## config.mk

```make
export PLATFORM = sky130hd
export DESIGN_NAME = mc_controller
export DESIGN_NICKNAME = d
export VERILOG_FILES = /design/src/rtl/mc_pkg.sv /design/src/rtl/mc_decoder.sv /design/src/rtl/mc_controller.sv
export SDC_FILE = /design/constraint.sdc
export NUM_CORES = 1
export LEC_CHECK = 0
export CAP_MARGIN = 15
export CORE_ASPECT_RATIO = 1.1
export CORE_MARGIN = 10
export CORE_UTILIZATION = 25
export DETAILED_ROUTE_END_ITERATION = 10
export HOLD_SLACK_MARGIN = 0.05
export PLACE_DENSITY = 0.47
export SKIP_LAST_GASP = 1
export SLEW_MARGIN = 25
export SYNTH_ARGS = -nofsm -noshare
export SYNTH_HDL_FRONTEND = slang
export SYNTH_SLANG_ARGS = --single-unit
```

## constraint.sdc

```tcl
create_clock -name clk_i -period 2.9 [get_ports clk_i]
set_clock_uncertainty 0.15 [all_clocks]
set_input_delay 0.58 -clock clk_i [delete_from_list [all_inputs] [get_ports clk_i]]
set_output_delay 0.58 -clock clk_i [all_outputs]
set_load 0.02 [all_outputs]
```

## src/rtl/mc_pkg.sv

```systemverilog
// Shared encodings for the multi-cycle MIPS controller: opcodes, select codes,
// FSM states and the decoded instruction class.
package mc_pkg;

  localparam logic [5:0] OpSpecial = 6'b000000;
  localparam logic [5:0] OpOri     = 6'b001101;
  localparam logic [5:0] OpLui     = 6'b001111;
  localparam logic [5:0] OpLw      = 6'b100011;
  localparam logic [5:0] OpSw      = 6'b101011;
  localparam logic [5:0] OpBeq     = 6'b000100;
  localparam logic [5:0] OpJ       = 6'b000010;
  localparam logic [5:0] OpJal     = 6'b000011;

  localparam logic [5:0] FnAddu = 6'b100001;
  localparam logic [5:0] FnSubu = 6'b100011;
  localparam logic [5:0] FnJr   = 6'b001000;
  localparam logic [5:0] FnNop  = 6'b000000;

  typedef enum logic [2:0] {AluAdd = 3'd0, AluSub = 3'd1, AluAnd = 3'd2, AluOr = 3'd3} alu_op_e;
  typedef enum logic [1:0] {NpcPc4, NpcBranch, NpcJump, NpcJr} npc_sel_e;
  typedef enum logic [1:0] {DstRt, DstRd, DstRa} reg_dst_e;
  typedef enum logic [1:0] {WbAlu, WbMem, WbPc4} mem_to_reg_e;
  typedef enum logic [1:0] {ExtZero, ExtSign, ExtLui} ext_op_e;

  typedef enum logic [2:0] {StFetch, StDecode, StExec, StMem, StWb} state_e;

  // One-hot instruction class; all-zero means undecoded.
  typedef struct packed {
    logic addu;
    logic subu;
    logic ori;
    logic lui;
    logic lw;
    logic sw;
    logic beq;
    logic j;
    logic jal;
    logic jr;
    logic nop;
  } instr_cls_t;

endpackage

```

## src/rtl/mc_decoder.sv

```systemverilog
// Combinational opcode/funct decode into a one-hot instruction class.
module mc_decoder
  import mc_pkg::*;
(
  input  logic [5:0] opcode_i,
  input  logic [5:0] funct_i,
  output instr_cls_t cls_o,
  output logic       illegal_o
);

  always_comb begin
    cls_o = '0;
    case (opcode_i)
      OpSpecial: begin
        case (funct_i)
          FnAddu:  cls_o.addu = 1'b1;
          FnSubu:  cls_o.subu = 1'b1;
          FnJr:    cls_o.jr   = 1'b1;
          FnNop:   cls_o.nop  = 1'b1;
          default: ;
        endcase
      end
      OpOri:   cls_o.ori = 1'b1;
      OpLui:   cls_o.lui = 1'b1;
      OpLw:    cls_o.lw  = 1'b1;
      OpSw:    cls_o.sw  = 1'b1;
      OpBeq:   cls_o.beq = 1'b1;
      OpJ:     cls_o.j   = 1'b1;
      OpJal:   cls_o.jal = 1'b1;
      default: ;
    endcase
    illegal_o = (cls_o == '0);
  end

endmodule

```

## src/rtl/mc_controller.sv

```systemverilog
// Multi-cycle MIPS control FSM: one datapath phase per cycle, strobes from
// state plus decoded class, selects straight from the decoded class.
module mc_controller
  import mc_pkg::*;
#(
  parameter int unsigned CNT_W = 32
) (
  input  logic             clk_i,
  input  logic             rst_ni,
  input  logic [5:0]       opcode_i,
  input  logic [5:0]       funct_i,
  input  logic             alu_zero_i,
  input  logic             mem_ready_i,
  output logic             ir_we_o,
  output logic             pc_we_o,
  output logic [1:0]       npc_sel_o,
  output logic             reg_we_o,
  output logic [1:0]       reg_dst_o,
  output logic [1:0]       mem_to_reg_o,
  output logic             mem_we_o,
  output logic [2:0]       alu_op_o,
  output logic             alu_src_o,
  output logic [1:0]       ext_op_o,
  output logic             illegal_o,
  output logic [CNT_W-1:0] retired_o
);

  state_e           state_q, state_d;
  logic [CNT_W-1:0] retired_q, retired_d;
  instr_cls_t       cls;
  logic             dec_illegal;
  logic             ir_we, pc_we, reg_we, mem_we, illegal;
  npc_sel_e         npc_sel;
  reg_dst_e         reg_dst;
  mem_to_reg_e      mem_to_reg;
  alu_op_e          alu_op;
  ext_op_e          ext_op;

  mc_decoder u_decoder (
    .opcode_i  (opcode_i),
    .funct_i   (funct_i),
    .cls_o     (cls),
    .illegal_o (dec_illegal)
  );

  always_comb begin
    state_d = state_q;
    ir_we   = 1'b0;
    pc_we   = 1'b0;
    reg_we  = 1'b0;
    mem_we  = 1'b0;
    illegal = 1'b0;
    case (state_q)
      StFetch: begin
        ir_we   = 1'b1;
        state_d = StDecode;
      end
      StDecode: begin
        if (dec_illegal) begin
          // Undecoded words retire as nops so the core keeps running.
          illegal = 1'b1;
          pc_we   = 1'b1;
          state_d = StFetch;
        end else if (cls.j || cls.jal || cls.jr || cls.nop) begin
          pc_we   = 1'b1;
          reg_we  = cls.jal;
          state_d = StFetch;
        end else begin
          state_d = StExec;
        end
      end
      StExec: begin
        if (cls.beq) begin
          pc_we   = 1'b1;
          state_d = StFetch;
        end else if (cls.lw || cls.sw) begin
          state_d = StMem;
        end else begin
          state_d = StWb;
        end
      end
      StMem: begin
        mem_we = cls.sw;
        if (mem_ready_i) begin
          if (cls.sw) begin
            pc_we   = 1'b1;
            state_d = StFetch;
          end else begin
            state_d = StWb;
          end
        end
      end
      StWb: begin
        reg_we  = 1'b1;
        pc_we   = 1'b1;
        state_d = StFetch;
      end
      default: state_d = StFetch;
    endcase
  end

  // Selects depend only on the instruction, so ALU controls stay held from EXEC onwards.
  always_comb begin
    npc_sel = NpcPc4;
    if (cls.j || cls.jal) begin
      npc_sel = NpcJump;
    end else if (cls.jr) begin
      npc_sel = NpcJr;
    end else if (cls.beq && alu_zero_i) begin
      npc_sel = NpcBranch;
    end

    reg_dst = DstRt;
    if (cls.jal) begin
      reg_dst = DstRa;
    end else if (cls.addu || cls.subu) begin
      reg_dst = DstRd;
    end

    mem_to_reg = WbAlu;
    if (cls.jal) begin
      mem_to_reg = WbPc4;
    end else if (cls.lw) begin
      mem_to_reg = WbMem;
    end

    alu_op = AluAdd;
    if (cls.subu || cls.beq) begin
      alu_op = AluSub;
    end else if (cls.ori || cls.lui) begin
      alu_op = AluOr;
    end

    ext_op = ExtZero;
    if (cls.lui) begin
      ext_op = ExtLui;
    end else if (cls.lw || cls.sw) begin
      ext_op = ExtSign;
    end
  end

  assign retired_d = pc_we ? retired_q + CNT_W'(1) : retired_q;

  always_ff @(posedge clk_i or negedge rst_ni) begin
    if (!rst_ni) begin
      state_q   <= StFetch;
      retired_q <= '0;
    end else begin
      state_q   <= state_d;
      retired_q <= retired_d;
    end
  end

  // Reset gates the strobes so nothing writes while reset is low.
  assign ir_we_o      = ir_we & rst_ni;
  assign pc_we_o      = pc_we & rst_ni;
  assign reg_we_o     = reg_we & rst_ni;
  assign mem_we_o     = mem_we & rst_ni;
  assign illegal_o    = illegal & rst_ni;
  assign npc_sel_o    = npc_sel;
  assign reg_dst_o    = reg_dst;
  assign mem_to_reg_o = mem_to_reg;
  assign alu_op_o     = alu_op;
  assign alu_src_o    = cls.ori | cls.lui | cls.lw | cls.sw;
  assign ext_op_o     = ext_op;
  assign retired_o    = retired_q;

endmodule

```

==> results.json <==
{
  "port_buffers": 63,
  "p_leak_nw": 1.31,
  "synth_area_leader_cell": "dfrtp_1",
  "die_w_um": 105,
  "coreArea_um2": 7830,
  "worstSkewPairLatency_ns": 0.28,
  "grt-ovfl-total": 0,
  "nFillCells": 815,
  "rr_endpoint": "retired_o[30]",
  "outcome": "finished, final reports clean",
  "setup_violations": 0,
  "async_flop_share": 1.00,
  "clock-sinks": 35,
  "row_count": 34,
  "root_buffer": "clkbuf_8",
  "final_area_um2": 3070,
  "synth_flop_cell": "dfrtp_1",
  "drive_above_1_share": 0.243,
  "arrival_ns": 2.11,
  "ys.warnings.count": 0,
  "ys_ff_latch": 35,
  "crit_path_max_fanout": 2,
  "diodes": 0,
  "synth_area_leaders": "dfrtp_1 (44%), xor2_1 (8.4%), xnor2_1 (5.3%)",
  "drcViolationCount": 0,
  "grt_pass1_wl_um": 9940,
  "dp_hpwl_um": 4660,
  "reg2reg_from": "retired_o[13]",
  "post_drt_via_cell_ratio": 4.54,
  "detailedRoute.firstIterationViolations": 92,
  "multiInputGateArea_um2": 1060,
  "final_cell_mix": "buf_4 (37), clkdlybuf4s50_1 (36), dfrtp_1 (35)",
  "finalNetCount": 317,
  "r2r_setup_slack_ns": 0.44,
  "synth.distinct_cells": 43,
  "clk_path_buf_depth": 2,
  "required_ns": 2.17,
  "worst-r2r-cell-count": 6,
  "syn_inst": 205,
  "antenna_left": 0,
  "clk_pin_slew_ns": 0.07,
  "gp_congestion": 0.736,
  "rsz0062_at_grt": "true",
  "slew_viol_final": 0,
  "cts_buffers": 5,
  "initial_utilization": 0.254,
  "cts_tree": "done",
  "crit_chain": "clkbuf_2 > or4_4 > nor3_4 > a21oi_2 > a221o_1 > and2_4 > buf_6",
  "p_per_area_nw_per_um2": 574,
  "routed_wl_um": 6030,
  "synth_fp_nets": 222,
  "area.growth.synth_to_final_pct": 54.6,
  "peakVddDrop_v": 0.000220,
  "dr.pass1.iters": 4,
  "boundaryPins": 65,
  "cpPeakStageDelay_ns": 0.55,
  "synth.cell_area_um2": 1990,
  "worst-setup-path-type": "in -> out",
  "grt_use_total": 0.0996,
  "period_needed_ns": 2.84,
  "vias": 1857,
  "hold_viol": 0,
  "fp.dieArea_um2": 11900,
  "ctsHtreeMaxLevel": 2,
  "period_share": 0.978,
  "synth-seq-area-share": 0.441,
  "p_total_w": 0.00176,
  "mostFrequentLayoutCell": "buf_4",
  "max-cap-violations": 0,
  "hp-class": "in -> async",
  "synth_edf_count": 0,
  "slowest_stage": "or4_4",
  "seqCellArea_um2": 876,
  "crit_path_end_kind": "output pin",
  "crit_path_start_kind": "primary input",
  "wire_per_inst_um": 14.7,
  "dieHeight_um": 113,
  "max_clock_freq_ghz": 0.353,
  "antenna_found_initial": 0,
  "synth_top_area_share": 0.441,
  "avgSynthCellArea_um2": 9.69,
  "place_area_um2": 2940,
  "grt_pass1_vias": 1937,
  "grt_max_degree": 22
}
## registers in the layout, indices dropped and copies added (netlist names)
| register | count |
|---|---|
| retired_o | 32 |
| state_q | 3 |
## how the worst max path moves through the flow
stage / startpoint / endpoint / depth (start not counted)
after floorplan: opcode_i[3] / pc_we_o / 8
after global placement: opcode_i[1] / pc_we_o / 7
after detailed placement: opcode_i[1] / pc_we_o / 7
after CTS: opcode_i[4] / pc_we_o / 7
after global routing: funct_i[4] / pc_we_o / 7
final: funct_i[4] / pc_we_o / 7
## final cells by class
class,count,share of cell area
multi-input cells,155,0.347
repair buffers,101,0.289
flip-flops and latches,35,0.285
well taps,108,0.0440
clock buffers,8,0.0326
inverters,2,0.00245
## per-stage QoR
stage	setup TNS (ns)	cells	setup slack [ns]	utilization	hold WS (ns)
2_1_floorplan	-0.148	205	-0.148	-	0.134
3_3_place_gp	-9.51	396	-0.736	0.375	0.303
3_5_place_dp	-9.45	396	-0.745	0.375	0.306
4_1_cts	-0.274	406	-0.266	0.392	0.198
5_1_grt	-0.0201	409	-0.0201	0.392	0.201
6_report	0	409	0.0646	0.392	0.190
## power breakdown
part	internal, W	switching, W
clock	0.000217	0.000177
sequential	0.000548	0.0000958
combinational	0.000347	0.000377
total	0.00111	0.000649
## synthesized netlist by cell type (all sizes together), types with 2 or more instances
| cell type | number |
|---|---|
| and4 | 3 |
| clkbuf | 7 |
| a21oi | 3 |
| nand4b | 3 |
| nor2 | 13 |
| nor3b | 4 |
| or4 | 2 |
| buf | 6 |
| dfrtp | 35 |
| and2 | 2 |
| inv | 2 |
| nand2 | 20 |
| o21ai | 3 |
| nor3 | 12 |
| nand2b | 4 |
| xnor2 | 12 |
| nor4 | 7 |
| and3 | 5 |
| nand4 | 12 |
| xor2 | 19 |
| nor4b | 6 |
| nand3 | 9 |
## cells by family after synthesis
group	count (synthesis)	synth area share
AND/OR/NAND/NOR	107	0.311
AO/OA/AOI/OAI	14	0.0573
adder cells (fa/ha/maj)	1	0.00630
XOR/XNOR	31	0.137
other	1	0.00189
multiplexers	1	0.00504
flip-flops	35	0.441
buffers and inverters	15	0.0403
## critical path: cells and delay by family
kind	cells	cell delay [ns]
compound gates	2	0.39
buf+inv	2	0.20
simple gates	3	0.93
## layer usage
| layer | wire, um | vias up | track usage |
|---|---|---|---|
| met5 | 0 | - | 0 |
| met4 | 40 | 0 | 0.0247 |
| met3 | 654 | 4 | 0.0530 |
| met2 | 2610 | 68 | 0.153 |
| met1 | 2720 | 854 | 0.120 |
| li1 | - | 931 | - |
## timing repair
item,CTS,global route
hold buffers,1,0
hold endpoints to repair,3,0
setup endpoints to repair,15,15
setup buffers,1,3
pin swaps,7,7
resized for setup,60,20
Note: power is estimated with default switching activity, not from simulation.
